==> config.mk <==
export PLATFORM = sky130hd
export DESIGN_NAME = brush_draw_engine
export DESIGN_NICKNAME = d
export VERILOG_FILES = /design/src/rtl/brush_draw_engine.sv
export SDC_FILE = /design/constraint.sdc
export NUM_CORES = 1
export LEC_CHECK = 0
export CELL_PAD_IN_SITES_DETAIL_PLACEMENT = 0
export CELL_PAD_IN_SITES_GLOBAL_PLACEMENT = 1
export CORE_ASPECT_RATIO = 1.4
export CORE_MARGIN = 4
export CORE_UTILIZATION = 46
export CTS_CLUSTER_DIAMETER = 50
export DETAILED_ROUTE_END_ITERATION = 7
export GPL_TIMING_DRIVEN = 0
export PLACE_DENSITY_LB_ADDON = 0.1
export SYNTH_ARGS = -nofsm -noshare
export SYNTH_HDL_FRONTEND = slang
export SYNTH_SLANG_ARGS = --single-unit
export TNS_END_PERCENT = 1
==> constraint.sdc <==
create_clock -name iClk -period 5 [get_ports iClk]
set_input_delay 1 -clock iClk [delete_from_list [all_inputs] [get_ports iClk]]
set_output_delay 1 -clock iClk [all_outputs]
set_load 0.05 [all_outputs]
==> src/rtl/brush_draw_engine.sv <==
// Square-brush pixel plotter with a full-screen clear sweep; one pixel per clock, all outputs registered.
// Define BRUSH_CLIP_EN to suppress off-screen brush pixels instead of clamping the stroke origin.
module brush_draw_engine #(
    parameter int SCREEN_WIDTH  = 320,
    parameter int SCREEN_HEIGHT = 240,
    parameter int COLOUR_BITS   = 3,
    parameter int MAX_BRUSH     = 8,
    parameter int BG_COLOUR     = 0
) (
    input  logic                     iClk,
    input  logic                     iResetn,
    input  logic                     iClear,
    input  logic [COLOUR_BITS-1:0]   iColour,
    input  logic [$clog2(SCREEN_WIDTH)-1:0]  iX_cell,
    input  logic [$clog2(SCREEN_HEIGHT)-1:0] iY_cell,
    input  logic                     iLeftbtn,
    input  logic                     iRightbtn,
    input  logic [$clog2(MAX_BRUSH)-1:0]     iBrushSize,
    output logic [$clog2(SCREEN_WIDTH)-1:0]  oX_pixel,
    output logic [$clog2(SCREEN_HEIGHT)-1:0] oY_pixel,
    output logic [COLOUR_BITS-1:0]   oColour,
    output logic                     oPlot,
    output logic                     oBusy,
    output logic                     oClearDone
);
    localparam int XW = $clog2(SCREEN_WIDTH);
    localparam int YW = $clog2(SCREEN_HEIGHT);
    localparam int BW = $clog2(MAX_BRUSH);
    localparam logic [COLOUR_BITS-1:0] BG = COLOUR_BITS'(BG_COLOUR);

    typedef enum logic [1:0] {S_IDLE, S_PAINT, S_CLEAR} state_t;
    state_t r_state, w_state_nxt;

    logic [XW-1:0]          r_ox, r_cx, r_last_x, r_xp;
    logic [YW-1:0]          r_oy, r_cy, r_last_y, r_yp;
    logic [BW:0]            r_edge, r_last_e;
    logic [BW-1:0]          r_dx, r_dy;
    logic [COLOUR_BITS-1:0] r_col, r_last_col, r_col_o;
    logic                   r_last_vld, r_plot, r_busy, r_done;

    logic [BW:0]            w_req_e;
    logic [XW-1:0]          w_req_x, w_cx_nxt, w_xp_nxt;
    logic [YW-1:0]          w_req_y, w_cy_nxt, w_yp_nxt;
    logic [COLOUR_BITS-1:0] w_req_col, w_col_nxt;
    logic [BW-1:0]          w_dx_nxt, w_dy_nxt;
    logic [XW:0]            w_pix_x;
    logic [YW:0]            w_pix_y;
    logic w_dup, w_start, w_dx_end, w_dy_end, w_last_px, w_cx_end, w_last_clr, w_in_range;
    logic w_plot_nxt, w_done_nxt;

    assign w_req_e   = {1'b0, iBrushSize} + (BW+1)'(1);
    assign w_req_col = iLeftbtn ? iColour : BG;

`ifdef BRUSH_CLIP_EN
    assign w_req_x = iX_cell;
    assign w_req_y = iY_cell;
`else
    // Pull the origin in so the whole E x E square lands on screen.
    logic [XW:0] w_lim_x;
    logic [YW:0] w_lim_y;
    assign w_lim_x = (XW+1)'(SCREEN_WIDTH)  - (XW+1)'(w_req_e);
    assign w_lim_y = (YW+1)'(SCREEN_HEIGHT) - (YW+1)'(w_req_e);
    assign w_req_x = ({1'b0, iX_cell} > w_lim_x) ? w_lim_x[XW-1:0] : iX_cell;
    assign w_req_y = ({1'b0, iY_cell} > w_lim_y) ? w_lim_y[YW-1:0] : iY_cell;
`endif

    assign w_dup   = r_last_vld && (w_req_x == r_last_x) && (w_req_y == r_last_y) &&
                     (w_req_e == r_last_e) && (w_req_col == r_last_col);
    assign w_start = (iLeftbtn || iRightbtn) && !w_dup;

    assign w_dx_end  = ({1'b0, r_dx} == r_edge - (BW+1)'(1));
    assign w_dy_end  = ({1'b0, r_dy} == r_edge - (BW+1)'(1));
    assign w_last_px = w_dx_end && w_dy_end;
    assign w_dx_nxt  = w_dx_end ? '0 : r_dx + BW'(1);
    assign w_dy_nxt  = w_dx_end ? r_dy + BW'(1) : r_dy;

    assign w_cx_end   = (r_cx == XW'(SCREEN_WIDTH - 1));
    assign w_last_clr = w_cx_end && (r_cy == YW'(SCREEN_HEIGHT - 1));
    assign w_cx_nxt   = w_cx_end ? '0 : r_cx + XW'(1);
    assign w_cy_nxt   = w_cx_end ? r_cy + YW'(1) : r_cy;

    // Coordinate of the pixel to be shown next cycle, one bit wider to catch overflow.
    always_comb begin
        if (r_state == S_IDLE) begin
            w_pix_x = {1'b0, w_req_x};
            w_pix_y = {1'b0, w_req_y};
        end else begin
            w_pix_x = {1'b0, r_ox} + (XW+1)'(w_dx_nxt);
            w_pix_y = {1'b0, r_oy} + (YW+1)'(w_dy_nxt);
        end
    end
    assign w_in_range = (w_pix_x < (XW+1)'(SCREEN_WIDTH)) && (w_pix_y < (YW+1)'(SCREEN_HEIGHT));

    always_ff @(posedge iClk or negedge iResetn) begin
        if (!iResetn) r_state <= S_IDLE;
        else          r_state <= w_state_nxt;
    end

    always_comb begin
        w_state_nxt = r_state;
        case (r_state)
            S_IDLE:  if (iClear) w_state_nxt = S_CLEAR;
                     else if (w_start) w_state_nxt = S_PAINT;
            S_PAINT: if (iClear) w_state_nxt = S_CLEAR;
                     else if (w_last_px) w_state_nxt = S_IDLE;
            S_CLEAR: if (w_last_clr) w_state_nxt = S_IDLE;
            default: w_state_nxt = S_IDLE;
        endcase
    end

    always_comb begin
        w_plot_nxt = 1'b0;
        w_done_nxt = 1'b0;
        w_xp_nxt   = r_xp;
        w_yp_nxt   = r_yp;
        w_col_nxt  = r_col_o;
        case (r_state)
            S_IDLE, S_PAINT: begin
                if (iClear) begin
                    w_plot_nxt = 1'b1;
                    w_xp_nxt   = '0;
                    w_yp_nxt   = '0;
                    w_col_nxt  = BG;
                end else if ((r_state == S_IDLE) ? w_start : !w_last_px) begin
                    w_plot_nxt = w_in_range;
                    if (w_in_range) begin
                        w_xp_nxt  = w_pix_x[XW-1:0];
                        w_yp_nxt  = w_pix_y[YW-1:0];
                        w_col_nxt = (r_state == S_IDLE) ? w_req_col : r_col;
                    end
                end
            end
            S_CLEAR: begin
                if (w_last_clr) begin
                    w_done_nxt = 1'b1;
                end else begin
                    w_plot_nxt = 1'b1;
                    w_xp_nxt   = w_cx_nxt;
                    w_yp_nxt   = w_cy_nxt;
                    w_col_nxt  = BG;
                end
            end
            default: ;
        endcase
    end

    always_ff @(posedge iClk or negedge iResetn) begin
        if (!iResetn) begin
            r_ox <= '0; r_oy <= '0; r_edge <= '0; r_col <= '0;
            r_dx <= '0; r_dy <= '0; r_cx <= '0; r_cy <= '0;
            r_last_vld <= 1'b0; r_last_x <= '0; r_last_y <= '0;
            r_last_e <= '0; r_last_col <= '0;
            r_xp <= '0; r_yp <= '0; r_col_o <= '0;
            r_plot <= 1'b0; r_busy <= 1'b0; r_done <= 1'b0;
        end else begin
            r_xp    <= w_xp_nxt;
            r_yp    <= w_yp_nxt;
            r_col_o <= w_col_nxt;
            r_plot  <= w_plot_nxt;
            r_done  <= w_done_nxt;
            r_busy  <= (w_state_nxt != S_IDLE);
            case (r_state)
                S_IDLE: begin
                    if (iClear) begin
                        r_cx <= '0;
                        r_cy <= '0;
                    end else if (w_start) begin
                        r_ox   <= w_req_x;
                        r_oy   <= w_req_y;
                        r_edge <= w_req_e;
                        r_col  <= w_req_col;
                        r_dx   <= '0;
                        r_dy   <= '0;
                    end
                end
                S_PAINT: begin
                    if (iClear) begin
                        r_cx <= '0;
                        r_cy <= '0;
                    end else if (w_last_px) begin
                        r_last_vld <= 1'b1;
                        r_last_x   <= r_ox;
                        r_last_y   <= r_oy;
                        r_last_e   <= r_edge;
                        r_last_col <= r_col;
                    end else begin
                        r_dx <= w_dx_nxt;
                        r_dy <= w_dy_nxt;
                    end
                end
                S_CLEAR: begin
                    if (w_last_clr) begin
                        r_last_vld <= 1'b0;
                    end else begin
                        r_cx <= w_cx_nxt;
                        r_cy <= w_cy_nxt;
                    end
                end
                default: ;
            endcase
        end
    end

    assign oX_pixel   = r_xp;
    assign oY_pixel   = r_yp;
    assign oColour    = r_col_o;
    assign oPlot      = r_plot;
    assign oBusy      = r_busy;
    assign oClearDone = r_done;
endmodule

==> impl_metrics.tcl <==
set metrics [dict create \
    tritoncts "done" \
    grt_max_degree 50 \
    postRouteAntennaNets 0 \
    chipHeight_um 145.4 \
    drc 0 \
    drv_slew 0 \
    drt_iter0_markers 232 \
    arrival_ps 5020 \
    routabilityCongestion 0.8609 \
    synth_top_area_frac 0.3916 \
    yosysMostFrequentCell "dfrtp_1" \
    root_buffer "clkbuf_16" \
    drt_wl_total_um 17040 \
    start_kind "primary input" \
    min_path_type "register to register" \
    holdPathEnd "oX_pixel[1]$_DFFE_PN0P_" \
    holdCritStartpoint "oX_pixel[1]$_DFFE_PN0P_" \
    path_max_fanout 10 \
    max_freq_ghz 0.2084 \
    grt.met2_usage 0.3905 \
    ff2ff_setup_slack_ps 380 \
    vias 5112 \
    start_util 0.4769 \
    dieWidth_um 106.1 \
    wl_per_cell_um 18.77 \
    final-hold-violation-count 0 \
    final_area_um2 7316 \
    worstMarginPinSlew_ps 709.5 \
    max-clock-path-buffers 2 \
    final_util 0.5629 \
    setup_ws_ps 202.7 \
    outcome "finished clean" \
    ios 51 \
    fin_tns_setup_ps 0 \
    die_area_um2 15420 \
    cp_data_required_time_ps 5220 \
    criticalPathCategory "primary input to register" \
    r2r-start "r_edge[0]$_DFFE_PN0P_" \
    ys_seq_elements 97 \
    syn_inst 660 \
    synthesis.area_um2 6198 \
    htreeDepth 3 \
    leakage_uw 0.003193 \
    first_global_vias 5150 \
    power_density_nw_per_um2 510.2 \
    numCtsBuffers 9 \
    hpwl_um 13300 \
    avgSynthCellArea_um2 9.392 \
    yosysTopAreaCell "dfrtp_1" \
    ctsHoldBuffers 0 \
    worstSkewPairLatency_ps 350 \
    grt.busiest_layer "met2" \
    core-area_um2 13000 \
    ys_seq_area_frac 0.3916 \
    grt_use_total 0.2241 \
    port_buffers 50 \
    yosys_most_used_dff "dfrtp_1" \
    timing.slew.headroom 0.5270 \
    syn-num-nets 712 \
    post-route-period-util 0.9595 \
    fin_skew_ps 10.63 \
    antenna_found_initial 0 \
    place_area_um2 6947 \
    end_kind "register" \
    reg2regPathDepth 20 \
    grt_pass1_wl_um 27450 \
    post-place-ws_ps -500.4 \
    ys_types 61 \
    cts.sinks 97 \
    finalSetupViolCount 0 \
    timing.rr.end "oX_pixel[7]$_DFFE_PN0P_" \
    synth-warning-count 0 \
    layout-drive-gt1-share 0.1356 \
    irDropWorstVdd_v 0.0003725 \
    synth_common_cells "dfrtp_1 (97), nand2_1 (61), o21ai_0 (57), mux2_2 (48), nor2_1 (45)" \
    async_flop_share 1.000 \
    nets 777 \
    max_cap_viol_count 0 \
    vias_per_cell 5.630 \
    gr-usage-met3 0.03151 \
    synthTopCellsByArea "dfrtp_1 (39%), mux2_2 (8.7%), xnor2_1 (5.2%), o21ai_0 (4.6%), ha_1 (4.4%)" \
    hold-path-cell-count 1 \
    path_clk_slew_ps 70 \
    overflow 0 \
    rsz0062_at_grt "yes" \
    use_met1 0.2818 \
    syn2layout_area_growth_pct 18.03 \
    rows 49 \
    final.min_clock_period_ps 4797 \
    synth_edf_count 0 \
    drtPass1Iterations 5 \
    antenna_cells 0 \
]
## flip-flops by register name, indices dropped and copies added, names as in the netlist
name,count
oX_pixel,9
r_cx,9
r_last_x,9
r_ox,9
oY_pixel,8
r_cy,8
r_last_y,8
r_oy,8
r_edge,4
r_last_e,4
oColour,3
r_col,3
r_dx,3
r_dy,3
r_last_col,3
r_state,2
oBusy,1
oClearDone,1
oPlot,1
r_last_vld,1
## critical path, cell delays in order
cell	delay (ps)
clkdlybuf4s50_1	500
ha_1	360
buf_4	200
nand3b_1	190
inv_1	80
ha_1	300
nand4_1	110
nor2_2	160
o21ai_0	120
a2bb2oi_2	160
a2bb2oi_4	290
mux2i_2	290
or4b_1	460
o21ai_1	200
buf_4	240
mux2_2	360
## per-stage QoR
step / hold WS (ps) / cells / total power [uW]
final: 504.5 / 908 / 3733
after global routing: 523.9 / 908 / 3984
after CTS: 508.5 / 905 / 3736
after detailed placement: 493.4 / 889 / 3014
after global placement: 486.0 / 888 / 2974
after floorplan: 465.1 / 660 / 2429
## power by group
group,internal (uW),switching [uW]
registers,997,203
clock network,396,314
logic,726,1100
## worst max path at each step
stage,startpoint,endpoint,depth (start not counted)
after floorplan,iBrushSize[0],r_edge[1]$_DFFE_PN0P_,14
after global placement,iResetn,r_col[1]$_DFFE_PN0P_,1
after detailed placement,iBrushSize[0],r_ox[0]$_DFFE_PN0P_,16
after CTS,iBrushSize[1],r_ox[0]$_DFFE_PN0P_,16
after global routing,iBrushSize[1],r_ox[1]$_DFFE_PN0P_,18
final,iBrushSize[1],r_ox[8]$_DFFE_PN0P_,16
## cells in the final DEF, fill, tap and decap left out, types with 11 or more instances in the layout
cell	instances
dfrtp_1	96
xor2_1	19
xnor2_1	37
and3_1	14
o22ai_1	16
nand2_1	61
nor2_1	43
mux2i_1	11
a21oi_1	27
ha_1	22
mux2_2	48
inv_1	29
nand3_1	16
o21ai_0	57
clkdlybuf4s50_1	49
clkbuf_1	19
## layout make-up
class	instances	area (um2)
Fill cell	1214	5682
Multi-Input combinational cell	504	3551
Sequential cell	97	2429
Timing Repair Buffer	54	548.0
Clock buffer	10	229.0
Tap cell	178	222.7
Buffer	30	155.1
Inverter	29	108.9
Clock inverter	6	72.57
## metal layers
layer	wire (um)	part of all wire
met1	7246	0.43
met2	8903	0.52
met3	444	0.026
met4	446	0.026
met5	0	0
## logic make-up after synthesis
| family | after synthesis | synth area share |
|---|---|---|
| simple gates | 199 | 0.1603 |
| compound gates | 159 | 0.1587 |
| flops | 97 | 0.3916 |
| mux | 66 | 0.1175 |
| buf+inv | 59 | 0.04198 |
| xor+xnor | 56 | 0.07913 |
| fa+ha+maj | 24 | 0.05087 |
## repair_timing
| item | in CTS | in global routing |
|---|---|---|
| setup buffers | 0 | 3 |
| gates resized for setup | 4 | 9 |
| pin swaps | 0 | 2 |
| endpoints found under the setup margin | 48 | 51 |
Note: power is estimated with default switching activity, not from simulation.
